[config.mk]
export PLATFORM = sky130hd
export DESIGN_NAME = fifo_read_arbiter
export DESIGN_NICKNAME = d
export VERILOG_FILES = /design/src/rtl/fifo_read_arb_pkg.sv /design/src/rtl/rr_arbiter.sv /design/src/rtl/fifo_read_arbiter.sv
export SDC_FILE = /design/constraint.sdc
export NUM_CORES = 1
export LEC_CHECK = 0
export ABC_CLOCK_PERIOD_IN_PS = 2090
export BUFFER_PORTS_ARGS = -buffer_cell sky130_fd_sc_hd__buf_2
export CORE_MARGIN = 5
export CORE_UTILIZATION = 43
export CTS_CLUSTER_DIAMETER = 50
export DETAILED_ROUTE_END_ITERATION = 7
export GPL_TIMING_DRIVEN = 0
export PLACE_DENSITY = 0.88
export SYNTH_ARGS = -nofsm -noshare
export SYNTH_HDL_FRONTEND = slang
export SYNTH_SLANG_ARGS = --single-unit
[constraint.sdc]
create_clock -name rclk -period 2.09 [get_ports rclk]
set_clock_uncertainty 0.15 [all_clocks]
set_input_delay 0.1045 -clock rclk [delete_from_list [all_inputs] [get_ports rclk]]
set_output_delay 0.1045 -clock rclk [all_outputs]
set_load 0.02 [all_outputs]
[src/rtl/fifo_read_arb_pkg.sv]
// Shared types and helpers for the FIFO read-port arbiter.
// Holds the FSM state type plus the burst-length width and saturation rules.
package fifo_read_arb_pkg;

  typedef enum logic [1:0] {
    IDLE  = 2'd0,
    BURST = 2'd1,
    DRAIN = 2'd2
  } arb_state_e;

  function automatic int burst_w(input int max_burst);
    return $clog2(max_burst + 1);
  endfunction

  function automatic int idx_w(input int n);
    return (n > 1) ? $clog2(n) : 1;
  endfunction

  // A zero length still reads one word; anything past max_burst is clipped.
  function automatic logic [31:0] sat_len(input logic [31:0] len, input int max_burst);
    if (len == 32'd0) begin
      return 32'd1;
    end
    if (len > 32'(max_burst)) begin
      return 32'(max_burst);
    end
    return len;
  endfunction

endpackage

[src/rtl/rr_arbiter.sv]
// Combinational rotating-priority select: first set request at or above i_ptr,
// wrapping modulo N. Produces a one-hot grant and its index.
module rr_arbiter
  import fifo_read_arb_pkg::*;
#(
  parameter int N     = 4,
  parameter int IDX_W = idx_w(N)
) (
  input  logic [N-1:0]     i_req,
  input  logic [IDX_W-1:0] i_ptr,
  output logic             o_any,
  output logic [N-1:0]     o_gnt,
  output logic [IDX_W-1:0] o_idx
);

  logic [N-1:0]     w_rot;
  logic             w_found;
  logic [IDX_W-1:0] w_off;
  logic [IDX_W:0]   w_sum;
  logic [IDX_W:0]   w_idx;

  // Rotate so that bit 0 of w_rot is the request at i_ptr.
  assign w_rot = N'({i_req, i_req} >> i_ptr);

  always_comb begin
    w_found = 1'b0;
    w_off   = '0;
    for (int i = 0; i < N; i++) begin
      if (!w_found && w_rot[i]) begin
        w_found = 1'b1;
        w_off   = IDX_W'(i);
      end
    end
  end

  assign w_sum = {1'b0, i_ptr} + {1'b0, w_off};
  assign w_idx = (w_sum >= (IDX_W+1)'(N)) ? (w_sum - (IDX_W+1)'(N)) : w_sum;

  assign o_any = w_found;
  assign o_idx = w_idx[IDX_W-1:0];

  genvar gi;
  generate
    for (gi = 0; gi < N; gi++) begin : g_gnt
      assign o_gnt[gi] = w_found && (w_idx == (IDX_W+1)'(gi));
    end
  endgenerate

endmodule

[src/rtl/fifo_read_arbiter.sv]
// Round-robin burst arbiter sharing one FIFO read port among NUM_REQ consumers.
// Define FIFO_READ_ARB_TIMEOUT_EN to abort bursts stalled on empty for TIMEOUT cycles.
module fifo_read_arbiter
  import fifo_read_arb_pkg::*;
#(
  parameter int NUM_REQ    = 4,
  parameter int DATA_WIDTH = 8,
  parameter int MAX_BURST  = 8,
  parameter int TIMEOUT    = 16,
  localparam int BURST_W   = burst_w(MAX_BURST)
) (
  input  logic                       rclk,
  input  logic                       rrst,
  input  logic [NUM_REQ-1:0]         req,
  input  logic [NUM_REQ*BURST_W-1:0] req_len,
  input  logic                       empty,
  input  logic [DATA_WIDTH-1:0]      rdata,
  output logic                       r_en,
  output logic [NUM_REQ-1:0]         gnt,
  output logic [DATA_WIDTH-1:0]      out_data,
  output logic [NUM_REQ-1:0]         out_valid,
  output logic [NUM_REQ-1:0]         burst_done,
  output logic                       burst_abort,
  output logic                       busy
);

  localparam int IDX_W = idx_w(NUM_REQ);

  arb_state_e         r_state;
  logic [NUM_REQ-1:0] r_gnt;
  logic [IDX_W-1:0]   r_gnt_idx;
  logic [IDX_W-1:0]   r_rr_ptr;
  logic [BURST_W-1:0] r_remaining;
  logic               r_rd_pend;

  logic               w_arb_any;
  logic [NUM_REQ-1:0] w_arb_gnt;
  logic [IDX_W-1:0]   w_arb_idx;
  logic [BURST_W-1:0] w_len [NUM_REQ];
  logic [BURST_W-1:0] w_len_sat;
  logic               w_rd;

  genvar gi;
  generate
    for (gi = 0; gi < NUM_REQ; gi++) begin : g_len
      assign w_len[gi] = req_len[gi*BURST_W +: BURST_W];
    end
  endgenerate

  rr_arbiter #(
    .N     (NUM_REQ),
    .IDX_W (IDX_W)
  ) u_rr_arbiter (
    .i_req (req),
    .i_ptr (r_rr_ptr),
    .o_any (w_arb_any),
    .o_gnt (w_arb_gnt),
    .o_idx (w_arb_idx)
  );

  assign w_len_sat = BURST_W'(sat_len(32'(w_len[w_arb_idx]), MAX_BURST));

  // empty is already registered upstream, so gating r_en on it directly is safe.
  assign w_rd = !rrst && (r_state == BURST) && !empty && (r_remaining != '0);

`ifdef FIFO_READ_ARB_TIMEOUT_EN
  localparam int STALL_W = $clog2(TIMEOUT + 1);

  logic [STALL_W-1:0] r_stall;
  logic               r_abort;
  logic               w_timeout;

  // r_stall counts cycles since the last accepted read (that cycle counts as 1),
  // so leaving BURST at TIMEOUT-1 lands the abort pulse TIMEOUT cycles after it.
  assign w_timeout = (r_state == BURST) && empty && (r_stall == STALL_W'(TIMEOUT - 1));

  always_ff @(posedge rclk) begin
    if (rrst) begin
      r_stall <= '0;
      r_abort <= 1'b0;
    end else begin
      if (r_state == IDLE || w_rd) begin
        r_stall <= STALL_W'(1);
      end else if (r_state == BURST && empty && !w_timeout) begin
        r_stall <= r_stall + 1'b1;
      end
      if (w_timeout) begin
        r_abort <= 1'b1;
      end else if (r_state == DRAIN) begin
        r_abort <= 1'b0;
      end
    end
  end

  assign burst_abort = (r_state == DRAIN) && r_abort;
`else
  assign burst_abort = 1'b0;
`endif

  always_ff @(posedge rclk) begin
    if (rrst) begin
      r_state     <= IDLE;
      r_gnt       <= '0;
      r_gnt_idx   <= '0;
      r_rr_ptr    <= '0;
      r_remaining <= '0;
      r_rd_pend   <= 1'b0;
    end else begin
      r_rd_pend <= w_rd;
      case (r_state)
        IDLE: begin
          if (w_arb_any) begin
            r_gnt       <= w_arb_gnt;
            r_gnt_idx   <= w_arb_idx;
            r_remaining <= w_len_sat;
            r_state     <= BURST;
          end
        end
        BURST: begin
          if (w_rd) begin
            r_remaining <= r_remaining - 1'b1;
            if (r_remaining == BURST_W'(1)) begin
              r_state <= DRAIN;
            end
          end
`ifdef FIFO_READ_ARB_TIMEOUT_EN
          if (w_timeout) begin
            r_remaining <= '0;
            r_state     <= DRAIN;
          end
`endif
        end
        DRAIN: begin
          r_gnt    <= '0;
          r_rr_ptr <= (r_gnt_idx == IDX_W'(NUM_REQ - 1)) ? '0 : r_gnt_idx + 1'b1;
          r_state  <= IDLE;
        end
        default: begin
          r_state <= IDLE;
        end
      endcase
    end
  end

  assign r_en       = w_rd;
  assign gnt        = r_gnt;
  assign busy       = (r_state != IDLE);
  assign out_valid  = {NUM_REQ{r_rd_pend}} & r_gnt;
  assign out_data   = r_rd_pend ? rdata : '0;
  assign burst_done = (r_state == DRAIN) ? r_gnt : '0;

endmodule
# == After elaboration in Yosys (flattened, before gate mapping) ==
# Cells that the tools add are included.
# totals
reg_bits,15
in_bits,31
out_inout_bits,23
elab_cells,82
# classes
add_sub_neg,4
magnitude_cmp,3
n_eq_ne,10
shifts,1
n_mux,30
bitwise_logic,2
reduce_logical,26
# op_table
op,count
$mux W4,10
$pmux W4 S2,2
$mux W2,6
$logic_and A1 B1 Y1,10
$bmux W4 S2,1
$mux W1,8
$mux W8,1
$shr A8 B2 Y4,1
$eq A3 B2 Y1 const B,2
$ge A3 B3 Y1 const B,2
$reduce_and A3 Y1,2
$reduce_bool A2 Y1,3
$logic_not A1 Y1,5
$and A4 B4 Y4,1
$eq A2 B2 Y1 const B,2
$eq A4 B1 Y1 const B,1
$gt A4 B4 Y1 const B,1
$logic_not A4 Y1,1
$ne A2 B1 Y1 const B,2
$pmux W2 S2,1
$reduce_and A2 Y1,2
$reduce_bool A4 Y1,1
$sub A4 B1 Y4 const B,1
$add A2 B2 Y3,1
other kinds (9),9

# == Depth between registers and ports, before layout ==
# depth
word_depth,25
mapped_depth,12

# == Hierarchy ==
# Synthesis repeated with hierarchy kept, for this count alone.
# unflattened
cells_unflattened,154
area_unflattened_um2,1291.2
# modules_own_cells
mod,n_inst,cells_each,area_each_um2,seq_area_each_um2
fifo_read_arbiter,1,114,1013.5,300.3
rr_arbiter,1,40,277.8,0.0

# == Worst setup path before layout ==
# No wires, ideal clock.
# synth_timing
kind,reg-to-reg
from,register r_rr_ptr[0]
to,register r_remaining[2]
t_arrival_ns,2.018
required_ns,1.852
setup_slack_ns,-0.166
path_stages_with_launch,12
cell_sequence,dfxtp_1 > buf_6 > nor2_1 > nand2_1 > nand3_1 > o21ai_0 > nand2_1 > ha_1 > mux2i_1 > nand2_1 > or4_4 > a311oi_2
# synth_between
elab_chain_len,25
elab_cells_between_ends,34
# synth_rtl
item,line_no,source
"start, declared",fifo_read_arbiter.sv:32,logic [IDX_W-1:0] r_rr_ptr;
"start signal, assigned",fifo_read_arbiter.sv:135,r_rr_ptr <= (r_gnt_idx == IDX_W'(NUM_REQ - 1)) ? '0 : r_gnt_idx + 1'b1;
$shr A8 B2 Y4,rr_arbiter.sv:23,"assign w_rot = N'({i_req, i_req} >> i_ptr);"
$mux W1,rr_arbiter.sv:29,if (!w_found && w_rot[i]) begin
$logic_not A1 Y1,rr_arbiter.sv:29,
$logic_and A1 B1 Y1,rr_arbiter.sv:29,
$mux W1,rr_arbiter.sv:29,
$logic_not A1 Y1,rr_arbiter.sv:29,
$logic_and A1 B1 Y1,rr_arbiter.sv:29,
$mux W1,rr_arbiter.sv:29,
(+6 left out),-,
net u_rr_arbiter.o_idx[0],rr_arbiter.sv:13,output logic [IDX_W-1:0] o_idx
(+1 left out),-,
$bmux W4 S2 *,fifo_read_arbiter.sv:61,"assign w_len_sat = BURST_W'(sat_len(32'(w_len[w_arb_idx]), MAX_BURST));"
$mux W4 (implied by the code) * (2 in a row),fifo_read_arbiter.sv:61,
$gt A4 B4 Y1,fifo_read_arb_pkg.sv:24,if (len > 32'(max_burst)) begin
$mux W1 (2 in a row),fifo_read_arb_pkg.sv:24,
$mux W4,fifo_read_arb_pkg.sv:27,return len;
$mux W4 *,fifo_read_arb_pkg.sv:24,
$mux W4 *,fifo_read_arbiter.sv:112,if (w_arb_any) begin
$pmux W4 S2 *,fifo_read_arbiter.sv:110,case (r_state)
"end signal, assigned",fifo_read_arbiter.sv:115,r_remaining <= w_len_sat;
"end signal, assigned",fifo_read_arbiter.sv:121,r_remaining <= r_remaining - 1'b1;
"end, declared",fifo_read_arbiter.sv:33,logic [BURST_W-1:0] r_remaining;
# The timed path passes the listed nets; every way through them passes the cells marked *. The select of a mux whose other input is x is not followed.
# A chain may end at the register's enable or synchronous reset.

# == Worst setup path after layout ==
# layout_timing
from,register r_rr_ptr[0]
to,register r_remaining[2]
# layout_between
elab_chain_len,25
elab_cells_between_ends,34
# layout_rtl
item,line_no
$shr A8 B2 Y4,rr_arbiter.sv:23
$mux W1,rr_arbiter.sv:29
$logic_not A1 Y1,rr_arbiter.sv:29
$logic_and A1 B1 Y1,rr_arbiter.sv:29
$mux W1,rr_arbiter.sv:29
$logic_not A1 Y1,rr_arbiter.sv:29
$logic_and A1 B1 Y1,rr_arbiter.sv:29
$mux W1,rr_arbiter.sv:29
(+7 left out),-
$bmux W4 S2,fifo_read_arbiter.sv:61
$mux W4 (implied by the code) (2 in a row),fifo_read_arbiter.sv:61
$gt A4 B4 Y1,fifo_read_arb_pkg.sv:24
$mux W1 (2 in a row),fifo_read_arb_pkg.sv:24
$mux W4,fifo_read_arb_pkg.sv:27
$mux W4,fifo_read_arb_pkg.sv:24
$mux W4,fifo_read_arbiter.sv:112
$pmux W4 S2,fifo_read_arbiter.sv:110
# Several ways; a longest one is shown, not always the timed one. The select of a mux whose other input is x is not followed.

==> flow_summary.json <==
{
  "clock.fmax_mhz": 426,
  "ant_nets": 0,
  "syn_to_final_growth_pct": 39.5,
  "drc": 0,
  "holdWs_ns": 0.147,
  "coreArea_mm2": 0.00281,
  "std_cell_rows": 19,
  "cp_max_fo": 7,
  "path_cells": "buf_6 -> nor4_2 -> a21oi_1 -> nand2_1 -> ha_4 -> xor2_2 -> nor3_4 -> or4_4 -> a311oi_2",
  "cap_violations": 0,
  "pwr_density_cell_mw_per_mm2": 464,
  "final_nets": 265,
  "gr-total-overflow": 0,
  "root_buffer": "clkbuf_4",
  "drtIter0Drc": 40,
  "gp_congestion": 0.868,
  "path_class": "reg -> reg",
  "syn_area_per_cell_um2": 7.63,
  "numCtsBuffers": 3,
  "tns_ns": -0.690,
  "violations": "setup timing",
  "ys_top_cells_by_area": "dfxtp_1 23%, and2_1 8.3%, nor2_1 7.0%",
  "synth_largest_area_cell": "dfxtp_1",
  "yosysWarnings": 0,
  "hold_start": "req_len[15]",
  "track_usage_pct": 16.1,
  "setup_ws_ns": -0.256,
  "syn_inst": 168,
  "grt_setup_unrepaired": "true",
  "seq_area_frac_synth_pct": 23.4,
  "firstDrtPassIters": 4,
  "max_stage_delay_ns": 0.52,
  "grt_max_degree": 11,
  "cts.sinks": 15,
  "placed_area_mm2": 0.00162,
  "fp.dieH_um": 64.6,
  "synth_area_mm2": 0.00128,
  "dp_slack_ns": -0.278,
  "syn_nets": 203,
  "netlist.area_leader.share_pct": 23.4,
  "layout-drive-gt1-share_pct": 41.0,
  "cp.required_ns": 2.15,
  "slowest_stage": "or4_4",
  "worst_setup_path_end_kind": "flip-flop",
  "synth_cell_types": 51,
  "insertion_delay_ns": 0.30,
  "hold_path.class": "in -> reg",
  "insertedDiodeCount": 0,
  "reg2reg_from": "r_rr_ptr[0]",
  "ctsHtreeMaxLevel": 1,
  "startpoint_type": "flip-flop",
  "drt_wl_total_mm": 3.52,
  "antenna_found_initial": 0,
  "outcome": "complete, but fails checks",
  "hold_viol": 0,
  "hpwl_mm": 2.69,
  "routed_via_density": 5.67,
  "grt_pass1_wl_mm": 5.55,
  "fin_area_mm2": 0.00179,
  "leakage_nw": 0.812,
  "io-pin-count": 54,
  "cp-startpoint": "r_rr_ptr[0]",
  "cts.clk_slew.worst_paths_ns": 0.10,
  "cp_data_arrival_time_ns": 2.40,
  "finalCriticalPeriod_ns": 2.35,
  "clock_path_buffers": 2,
  "ys_ff_latch": 15,
  "initial_utilization_pct": 45.7,
  "final_cell_mix": "51 x buf_2, 22 x nor2_1, 17 x and2_1, 14 x dfxtp_1, 11 x nand3_1",
  "cts_tree": "yes",
  "vdd_drop_max_uv": 281,
  "final_common_cell": "buf_2",
  "slew_viol_final": 0,
  "die_area_mm2": 0.00417,
  "port_buffers": 50,
  "setup_viol": 3,
  "fin_crit_sh_pct": 112,
  "vias": 1473,
  "post_drt_wl_per_cell_um": 13.6,
  "grt_pass1_vias": 1351,
  "dieWidth_um": 64.6
}
layer usage:
layer	up-vias	global-route usage [%]	wire (um)
li1	716	-	-
met1	655	16.1	1300
met2	88	30.7	1710
met3	14	5.18	426
met4	0	6.60	89
met5	-	0	0
per-stage QoR:
step                power [mW]  utilization [%]  cells
finish                   0.828             63.7    260
global route             0.879             63.7    260
CTS                      0.811             62.1    260
detailed placement       0.622             57.6    249
global placement         0.614             57.6    249
floorplan                0.537                -    168
cell families (layout without fill, tap and decap cells):
group	after synthesis	count (layout)	share of synthesized area [%]
flip-flops	15	15	23.4
XOR/XNOR	2	2	1.37
buffers and inverters	14	75	7.23
other	1	1	0.293
adder cells (fa/ha/maj)	4	4	3.91
AO/OA/AOI/OAI	44	44	24.9
AND/OR/NAND/NOR	82	82	34.2
multiplexers	6	6	4.69
worst max-delay path, delay by kind of cell, from the launching register on:
| kind | cells | cell delay (ns) |
|---|---|---|
| flip-flops | 1 | 0.36 |
| buffers and inverters | 1 | 0.13 |
| XOR/XNOR | 1 | 0.25 |
| AO/OA/AOI/OAI | 2 | 0.26 |
| AND/OR/NAND/NOR | 4 | 0.93 |
| adder cells (fa/ha/maj) | 1 | 0.17 |
power by group:
part | internal, mW | total (mW) | switching [mW]
logic | 0.148 | 0.327 | 0.179
registers | 0.308 | 0.329 | 0.0205
clock network | 0.0713 | 0.173 | 0.102
total | 0.527 | 0.828 | 0.301
final cells by class:
| cell class | count | area, um^2 |
|---|---|---|
| Buffer | 10 | 95.1 |
| Clock inverter | 1 | 5.00 |
| Clock buffer | 3 | 22.5 |
| Sequential cell | 15 | 304 |
| Inverter | 4 | 15.0 |
| Tap cell | 31 | 38.8 |
| Fill cell | 267 | 1020 |
| Timing Repair Buffer | 57 | 318 |
| Multi-Input combinational cell | 139 | 988 |
repair_timing:
| action | 4_1_cts | 5_1_grt |
|---|---|---|
| buffers inserted | 4 | 0 |
| gates cloned | 0 | 0 |
| setup endpoints to repair | 4 | 6 |
| hold endpoints to repair | 3 | 0 |
| resized for setup | 7 | 11 |
| pin swaps | 11 | 10 |
| hold buffers | 3 | 0 |
Yosys cell counts (all sizes together):
library cell and count:
nor2 24, and2 17, dfxtp 15, a21oi 12, nand3 12, o21ai 9
nand2 8, buf 6, mux2i 6, nor3 6, clkbuf 4, ha 4
inv 4, nand2b 4, a2111oi 3, a211oi 3, a31oi 3, a211o 2
a21o 2, a311oi 2, nor2b 2, nor4 2, a221oi 1, and3 1
conb 1, nand3b 1, nor3b 1, o211ai 1, o21a 1, o21ba 1
o21bai 1, o22ai 1, o311a 1, o31ai 1, or2 1, or2b 1
or3 1, or4 1, xnor2 1, xor2 1
flip-flops by register name (all words and copies together), names as in the netlist:
register	cells
gnt	4
r_gnt_idx	2
r_rd_pend	1
r_remaining	4
r_rr_ptr	2
r_state	2
worst paths after layout:
check	endpoint	slack, ns	cells after the start
worst max-delay path	r_remaining[2]	-0.26	9
worst min-delay path	r_remaining[2]	0.15	5
worst max register to register	r_remaining[2]	-0.26	9
worst min register to register	gnt[1]	0.34	2
(Power assumes the default switching activity.)
